$ cat config.mk
export PLATFORM = sky130hd
export DESIGN_NAME = wx_loader_flat
export DESIGN_NICKNAME = d
export VERILOG_FILES = /design/src/rtl/wx_loader_pkg.sv /design/src/rtl/wx_loader_if.sv /design/src/rtl/wx_loader_slot_gate.sv /design/src/rtl/wx_loader.sv /design/src/flat_wrapper.sv
export SDC_FILE = /design/constraint.sdc
export NUM_CORES = 1
export LEC_CHECK = 0
export ABC_AREA = 0
export ABC_CLOCK_PERIOD_IN_PS = 3000
export CAP_MARGIN = 10
export CORE_MARGIN = 1
export CORE_UTILIZATION = 50
export CTS_CLUSTER_DIAMETER = 150
export CTS_CLUSTER_SIZE = 20
export DETAILED_ROUTE_END_ITERATION = 8
export GPL_TIMING_DRIVEN = 0
export HOLD_SLACK_MARGIN = 0.1
export PLACE_DENSITY_LB_ADDON = 0.2
export SKIP_LAST_GASP = 1
export SLEW_MARGIN = 20
export SYNTH_ARGS = -nofsm -noshare
export SYNTH_HDL_FRONTEND = slang
export SYNTH_SLANG_ARGS = --single-unit
$ cat constraint.sdc
create_clock -name clk -period 3 [get_ports clk]
set_input_delay 0.3 -clock clk [delete_from_list [all_inputs] [get_ports clk]]
set_output_delay 0.3 -clock clk [all_outputs]
set_load 0.05 [all_outputs]
$ cat src/rtl/wx_loader_pkg.sv
// Shared definitions for the wx operand loader and the adder tree it feeds.
// Holds the loader FSM encoding, the per-slot weight width and the wx bus
// width helper used by both the loader and the tree instantiation.
package wx_loader_pkg;

  // Loader FSM: LOAD accepts weight beats, COMMIT copies shadow -> active.
  typedef enum logic {
    ST_LOAD   = 1'b0,
    ST_COMMIT = 1'b1
  } wx_state_e;

  // Bits per signed synaptic weight slot (two's complement, -2..1).
  localparam int WBITS = 2;

  // Width of the packed weighted-input bus for a tree of depth n.
  function automatic int WX_W(input int n);
    return 2 ** (n + 1);
  endfunction

endpackage

$ cat src/rtl/wx_loader_if.sv
// Handshake and data bundle between a weight/spike producer and wx_loader.
// Ports: w_valid/w_ready/w_data/w_clear (weight stream), x_valid/x_in
// (spike capture), w_loaded (commit pulse), wx (gated weight bus).
interface wx_loader_if
  import wx_loader_pkg::*;
#(
  parameter int N_STAGE = 5
);
  localparam int NSYN = 2 ** N_STAGE;

  logic                      w_valid;
  logic                      w_ready;
  logic [WBITS-1:0]          w_data;
  logic                      w_clear;
  logic                      x_valid;
  logic [NSYN-1:0]           x_in;
  logic                      w_loaded;
  logic [WX_W(N_STAGE)-1:0]  wx;

  // Producer side.
  modport master (
    output w_valid, w_data, w_clear, x_valid, x_in,
    input  w_ready, w_loaded, wx
  );

  // Loader side.
  modport slave (
    input  w_valid, w_data, w_clear, x_valid, x_in,
    output w_ready, w_loaded, wx
  );

endinterface

$ cat src/rtl/wx_loader_slot_gate.sv
// One wx slot: passes the active weight when the synapse spiked, else zero.
// Ports: x_i (spike bit), w_i (active weight), wx_o (gated weight).
// Purely combinational; no state.
module wx_slot_gate
  import wx_loader_pkg::*;
(
  input  logic             x_i,
  input  logic [WBITS-1:0] w_i,
  output logic [WBITS-1:0] wx_o
);

  assign wx_o = w_i & {WBITS{x_i}};

endmodule

$ cat src/rtl/wx_loader.sv
// Operand front end for the synapse adder tree: streams 2-bit weights into a
// shadow bank, commits it atomically to the active bank, gates by spikes.
// Ports: clk, reset (sync, active-high), bus (wx_loader_if.slave).
module wx_loader
  import wx_loader_pkg::*;
#(
  parameter int N_STAGE = 5
) (
  input  logic        clk,
  input  logic        reset,
  wx_loader_if.slave  bus
);

  localparam int NSYN = 2 ** N_STAGE;
  localparam int BW   = WBITS * NSYN;
  localparam logic [N_STAGE-1:0] IDX_LAST = N_STAGE'(NSYN - 1);

  wx_state_e          state_q;
  logic [N_STAGE-1:0] idx_q;
  logic [BW-1:0]      shadow_q, shadow_d;
  logic [BW-1:0]      active_q;
  logic [NSYN-1:0]    x_q, x_d;
  logic               w_loaded_q;
  logic               accept;
  logic [BW-1:0]      wx_gated;

  // Clear blocks the handshake in the same cycle so the beat it rides with
  // is visibly refused rather than silently dropped.
  assign bus.w_ready = (state_q == ST_LOAD) && !bus.w_clear;
  assign accept      = bus.w_valid && bus.w_ready;

  // Shadow bank write: only the addressed slot changes.
  always_comb begin
    shadow_d = shadow_q;
    if (accept) begin
      shadow_d[WBITS*int'(idx_q) +: WBITS] = bus.w_data;
    end
  end

  assign x_d = bus.x_valid ? bus.x_in : x_q;

  always_ff @(posedge clk) begin
    if (reset) begin
      shadow_q <= '0;
      x_q      <= '0;
    end else begin
      shadow_q <= shadow_d;
      x_q      <= x_d;
    end
  end

  // Load/commit FSM. The active bank is written only in COMMIT, so the tree
  // never sees a partially loaded bank. w_loaded is registered so it lines
  // up with the first cycle the new bank is visible on wx.
  always_ff @(posedge clk) begin
    if (reset) begin
      state_q    <= ST_LOAD;
      idx_q      <= '0;
      active_q   <= '0;
      w_loaded_q <= 1'b0;
    end else begin
      w_loaded_q <= 1'b0;
      case (state_q)
        ST_LOAD: begin
          if (bus.w_clear) begin
            idx_q <= '0;
          end else if (accept) begin
            // idx wraps naturally to 0 after the last slot.
            idx_q <= idx_q + 1'b1;
            if (idx_q == IDX_LAST) begin
              state_q <= ST_COMMIT;
            end
          end
        end
        ST_COMMIT: begin
          // w_clear is deliberately ignored here; the commit always completes.
          active_q   <= shadow_q;
          w_loaded_q <= 1'b1;
          state_q    <= ST_LOAD;
        end
        default: state_q <= ST_LOAD;
      endcase
    end
  end

  assign bus.w_loaded = w_loaded_q;

  for (genvar k = 0; k < NSYN; k++) begin : g_slot
    wx_slot_gate u_gate (
      .x_i  (x_q[k]),
      .w_i  (active_q[WBITS*k +: WBITS]),
      .wx_o (wx_gated[WBITS*k +: WBITS])
    );
  end

  assign bus.wx = wx_gated;

endmodule
$ cat src/flat_wrapper.sv
// flat-port wrapper written by rule: the top's interface ports become plain ports
module wx_loader_flat import wx_loader_pkg::*;
#(
  parameter int N_STAGE = 5
)
  (clk, reset, bus_w_valid, bus_w_data, bus_w_clear, bus_x_valid, bus_x_in, bus_w_ready, bus_w_loaded, bus_wx);
  wx_loader_if #(.N_STAGE(N_STAGE)) bus_i ();
  input  logic clk;
  input  logic reset;
  input wire logic [$bits(bus_i.w_valid)-1:0] bus_w_valid;
  input wire logic [$bits(bus_i.w_data)-1:0] bus_w_data;
  input wire logic [$bits(bus_i.w_clear)-1:0] bus_w_clear;
  input wire logic [$bits(bus_i.x_valid)-1:0] bus_x_valid;
  input wire logic [$bits(bus_i.x_in)-1:0] bus_x_in;
  output wire logic [$bits(bus_i.w_ready)-1:0] bus_w_ready;
  output wire logic [$bits(bus_i.w_loaded)-1:0] bus_w_loaded;
  output wire logic [$bits(bus_i.wx)-1:0] bus_wx;
  assign bus_i.w_valid = bus_w_valid;
  assign bus_i.w_data = bus_w_data;
  assign bus_i.w_clear = bus_w_clear;
  assign bus_i.x_valid = bus_x_valid;
  assign bus_i.x_in = bus_x_in;
  assign bus_w_ready = bus_i.w_ready;
  assign bus_w_loaded = bus_i.w_loaded;
  assign bus_wx = bus_i.wx;
  wx_loader #(.N_STAGE(N_STAGE)) u_core (.clk(clk), .reset(reset), .bus(bus_i));
endmodule
# Yosys cells after proc, flatten, opt, wreduce, memory -nomap -nowiden
# Cells that the tools add are included.
classes:
  add_sub_neg: 2
  n_eq_ne: 1
  shifts: 2
  muxes: 8
  bitwise_logic: 33
  reduce_logical: 5
ops:
  columns: ["op", "n"]
  rows:
  - ["2-bit bitwise AND", 32]
  - ["64-bit bitwise mux", 1]
  - ["2-bit by 33-bit variable shift with 64-bit output, first input constant", 1]
  - ["2-bit by 33-bit variable part select with 64-bit output", 1]
  - ["6-bit negation with 33-bit output", 1]
  - ["5-bit 2-to-1 mux", 2]
  - ["5-bit by 1-bit adder with 5-bit output, second input constant", 1]
  - ["5-bit equality test, second input constant", 1]
  - ["1-bit 2-to-1 mux", 4]
  - ["1-bit logical AND", 2]
  - ["1-bit case mux with 2 select lines", 1]
  - ["2-bit AND reduction", 1]
  - ["2-bit nonzero test", 1]
  - ["1-bit zero test", 1]
  - ["1-bit inverter", 1]
totals:
  reg_bits: 167
  input_bits: 39
  output_inout_bits: 66

# Longest topological paths before layout
depth:
  word_depth: 6
  ltp_mapped: 11

# Modules after synthesis
# From an unflattened synthesis, not the netlist that was laid out.
unflattened:
  cells_unflattened: 748
  area_unflattened_um2: 7337.0
by_module_without_submodules:
  columns: ["mod", "n_inst", "cells_each", "area_per_inst_um2", "seq_area_each_um2"]
  rows:
  - ["wx_loader", 1, 684, 6936.7, 3343.2]
  - ["wx_slot_gate", 32, 2, 12.5, 0.0]

# Worst setup path before layout
# No wires, ideal clock.
synth_path:
  path_type: "reg2reg"
  startpoint: "register u_core.idx_q[0]"
  endpoint: "register u_core.shadow_q[0]"
  setup_ns: 0.128
  t_arrival_ns: 2.549
  required_time_ns: 2.872
  path_slack_ns: 0.323
  path_stages_with_launch: 11
  n_path_buf: 2
  synth_period_minus_slack_ns: 2.677
  cell_sequence: "dfxtp_1 -> buf_2 -> buf_2 -> inv_2 -> ha_1 -> nor3b_1 -> ha_1 -> or4b_4 -> nor4_4 -> mux2i_1 -> nor2_1"
synth_via:
  elab_chain_len: 3
  elab_cells_between_ends: 4
  classes_between: "add/sub: 1; shift: 2; mux: 1"
synth_lines:
  columns: ["element", "line", "source"]
  rows:
  - ["start: declaration", "wx_loader.sv:19", "logic [N_STAGE-1:0] idx_q;"]
  - ["start signal: assignment", "wx_loader.sv:69", "idx_q <= idx_q + 1'b1;"]
  - ["6-bit negation with 33-bit output *", "wx_loader.sv:36", "shadow_d[WBITS*int'(idx_q) +: WBITS] = bus.w_data;"]
  - ["2-bit by 33-bit variable part select with 64-bit output / 2-bit by 33-bit variable shift with 64-bit output (equally long branches)", "wx_loader.sv:36", null]
  - ["64-bit bitwise mux *", "wx_loader.sv:36", null]
  - ["end signal: assignment", "wx_loader.sv:47", "shadow_q <= shadow_d;"]
  - ["end: declaration", "wx_loader.sv:20", "logic [BW-1:0] shadow_q, shadow_d;"]
# Every way passes the cells marked *; elsewhere a longest branch is shown, timed or not.
# A chain may end at the register's enable or synchronous reset.

# Worst setup path after layout
layout_path:
  startpoint: "register u_core.idx_q[0]"
  endpoint: "register u_core.shadow_q[13]"
# The elaborated chain is that of the path after synthesis.

==> impl_metrics.csv <==
group,metric,value,unit
clock_network,cts_sinks,167,
min_path,worstHoldPathCells,3,
synth,synthArstFlopShare,0,%
global_routing,grt_util_met3,5.939,%
clock_network,htreeDepth,4,
timing,period_minus_slack,2.901,ns
floorplan,fp.dieH,119.2,µm
timing,maxSlewViolCount,0,
clock_network,ctsLongestPathBuffers,2,
timing,fin_crit_sh,96.69,%
layout,drive_gt1_share,9.869,%
synth,synth_seq_cells,167,
routing,routed_wl,18320,µm
worst_setup_path,arrival,3.23,ns
synth,netlist_instances,703,
worst_setup_path,cp_common_cell,"buf_4",
pwr,pwr_density_cell,547.4,mW/mm²
routing,ant_nets,0,
pwr,total_power,4.868,mW
synth,synth_edf_count,0,
worst_setup_path,reg2reg_from,"u_core.idx_q[0]",
floorplan,core_area,0.01330,mm²
worst_setup_path,critPathBufInv,4,
timing,finalSetupViolCount,0,
worst_setup_path,r2r_setup_slack,0.1,ns
synth,yosysSeqAreaShare,48.68,%
synth,syn-num-nets,746,
global_routing,use_met2,46.22,%
pwr,peakVddDrop,0.4983,mV
floorplan,fp-row-count,42,
worst_setup_path,critPathKind,"flip-flop to flip-flop",
synth,yosys.area.top_type,"dfxtp_1",
placed_design,finalWeightedCongestion,0.8375,
synth,synth.distinct_cells,42,
worst_setup_path,r2r-end,"u_core.shadow_q[13]",
worst_setup_path,path_delay_family,"simple AND/OR/NAND/NOR gates",
global_routing,grtUsageTotal,27.02,%
placed_design,hpwl,13410,µm
pwr,power.leakage,3.402,nW
clock_network,insertion_delay,0.43,ns
timing,slew_headroom,43.58,%
layout,final_area,0.008892,mm²
layout,fin_nets,871,
synth,yosys-top-cells-area,"dfxtp_1 49%, mux2i_1 23%, nor2_1 6.3%, and2_1 5.9%, nand2_1 3.7%",
synth,synth_area,0.006868,mm²
floorplan,io_pins,105,
routing,drc,0,
worst_setup_path,critical-path-max-stage-delay,0.39,ns
layout,diodes,0,
routing,dr_total_vias,5347,
timing,max_freq,344.7,MHz
routing,vias_per_cell,5.258,
global_routing,top_usage_layer,"met2",
timing,skew,0.01433,ns
worst_setup_path,cpMaxStageDelayCell,"ha_2",
clock_network,cts_tree,"built",
placed_design,dpl-instance-area,0.008119,mm²
floorplan,die_area,0.01421,mm²
worst_setup_path,cp_max_fo,10,
routing,drtIter0Drc,223,
outcome,status,"complete, no violations",
clock_network,cts_buffers,17,
min_path,min_to,"u_core.x_q[0]",
global_routing,overflow,0,
clock_network,root_buffer,"clkbuf_16",
min_path,min-delay-start,"bus_x_valid",
synth,netlist.area_leader.share,48.68,%
timing,final_hold_viol_count,0,
worst_setup_path,rr_worst_depth,11,
worst_setup_path,worst_setup_path_end_kind,"flip-flop",
worst_setup_path,start_kind,"flip-flop",
min_path,hold_path_class,"input pin to flip-flop",
layout,area_delta_synth_final,29.48,%
global_routing,first_global_vias,5540,
synth,yosys_warnings,0,
clock_network,clk_pin_slew_worst_paths,0.07,ns
synth,avgSynthCellArea,9.769,µm²
timing,worstMarginPinSlew,0.8463,ns
worst_setup_path,critical_path.cell_chain,"clkbuf_4 -> buf_4 -> inv_2 -> ha_4 -> nor3b_2 -> ha_2 -> nor4bb_1 -> buf_4 -> nand3_2 -> nor2_4 -> mux2i_1",
flow_run,cap_violations,0,
routing,drtPass1Iterations,4,
synth,ys.flop_type,"dfxtp_1",
global_routing,antenna_found_initial,0,
worst_setup_path,required,3.33,ns
routing,wl_per_cell,18.01,µm
floorplan,chipWidth,119.2,µm
floorplan,initial_core_util,51.66,%
global_routing,grt_pass1_wl,29040,µm
global_routing,grtUsageMet1,33.49,%
global_routing,grt_start_max_net_pins,17,
placed_design,portBuffers,103,
worst register-to-register path, delay by kind of cell, from the launching register on:
kind,cells,cell delay [ns]
and+or+nand+nor,4,0.90
buffers and inverters,4,0.74
adders and majority gates,2,0.58
DFF,1,0.33
muxes,1,0.25
layer usage:
metal  part of all wire (%)  vias to the layer above
met5                      0                        -
met4                    1.6                        0
met3                    3.5                       19
met2                     50                      124
met1                     45                     2584
li1                       -                     2620
where the power goes:
group,leakage (nW),switching (mW),total [mW],internal [mW]
Sequential,1.35,0.0168,2.26,2.24
Clock,0.311,0.920,2.37,1.45
Combinational,1.74,0.135,0.238,0.103
Total,3.40,1.07,4.87,3.80
sequential cells by signal, indices dropped and copies added (netlist names):
name	flops
u_core.shadow_q	64
u_core.state_q	1
u_core.x_q	32
u_core.bus.w_loaded	1
u_core.idx_q	5
u_core.active_q	64
cells in the final DEF (no fill, tap or decap), drive strengths merged, types with 3 or more instances in the layout:
cell type	Yosys	routed
nor2	116	116
clkinv	0	4
and4	3	3
nor3b	5	5
ha	4	4
a21oi	5	5
inv	4	7
or4b	3	3
clkdlybuf4s50	0	103
and3	6	6
mux2	4	4
and2	65	65
nand3	13	13
buf	27	29
clkbuf	14	34
nor3	3	3
nor4	3	3
bufinv	0	4
nor2b	6	6
nand2	67	67
nand4	12	12
mux2i	155	155
dfxtp	167	167
final cells by class:
| cell class | instances | area (µm²) |
|---|---|---|
| buffer | 41 | 177.7 |
| multi-input combinational | 491 | 3437 |
| timing repair buffer | 106 | 1054 |
| clock buffer | 19 | 452.9 |
| clock inverter | 13 | 192.7 |
| inverter | 4 | 15.01 |
| sequential | 167 | 3343 |
| fill | 1055 | 4403 |
| tap | 176 | 220.2 |
metrics by stage:
stage / setup TNS, ns / utilization (%) / std cells / worst slack, ns / hold slack, ns
4_1_cts: 0 / 66.31 / 1014 / 0.03645 / 0.4153
2_1_floorplan: 0 / - / 703 / 0.3231 / 0.4344
5_1_grt: -0.002486 / 66.88 / 1017 / -0.002486 / 0.4612
3_5_place_dp: -6.214 / 61.07 / 982 / -0.3399 / 0.4490
3_3_place_gp: -6.779 / 61.07 / 982 / -0.3604 / 0.4482
6_report: 0 / 66.88 / 1017 / 0.09932 / 0.4194
kinds of logic after synthesis:
group / count (synthesis) / synth area share (%)
buffers and inverters: 45 / 2.696
flip-flops: 167 / 48.68
adder cells (fa/ha/maj): 4 / 0.7288
AND/OR/NAND/NOR: 313 / 22.97
XOR/XNOR: 2 / 0.2551
multiplexers: 159 / 23.25
AO/OA/AOI/OAI: 13 / 1.421
how the worst max path moves through the flow:
| stage | startpoint | to | slack (ns) | cells after the start |
|---|---|---|---|---|
| finish | u_core.idx_q[0] | u_core.shadow_q[13] | 0.1 | 11 |
| floorplan | u_core.idx_q[0] | u_core.shadow_q[0] | 0.32 | 10 |
| global placement | u_core.idx_q[0] | u_core.shadow_q[13] | -0.36 | 10 |
| detailed placement | u_core.idx_q[0] | u_core.shadow_q[46] | -0.34 | 10 |
| global route | u_core.idx_q[0] | u_core.shadow_q[13] | -0.002 | 11 |
| CTS | u_core.idx_q[0] | u_core.shadow_q[15] | 0.04 | 11 |
synth_stat cells, types with 2 or more instances:
cell      instances
dfxtp_1         167
mux2i_1         155
nor2_1          116
nand2_1          67
and2_1           65
buf_1            14
clkbuf_1         14
buf_2            13
nand3_1          13
nand4_1          10
and3_1            6
nor2b_1           6
a21oi_1           5
ha_1              4
mux2_2            4
and4_1            3
nor3_1            3
nor3b_1           3
a22oi_1           2
inv_1             2
inv_2             2
nand2b_1          2
nand3b_1          2
nand4_2           2
nor3b_2           2
nor4_1            2
nor4b_2           2
o21ai_0           2
or4_1             2
what timing repair did:
| action | in CTS | in global routing |
|---|---|---|
| hold buffers | 0 | 0 |
| setup buffers | 0 | 3 |
| resized for setup | 13 | 13 |
| pin swaps | 1 | 4 |
| setup endpoints to repair | 48 | 22 |
| hold endpoints to repair | 0 | 0 |
Power figures use the tool's default switching activity.
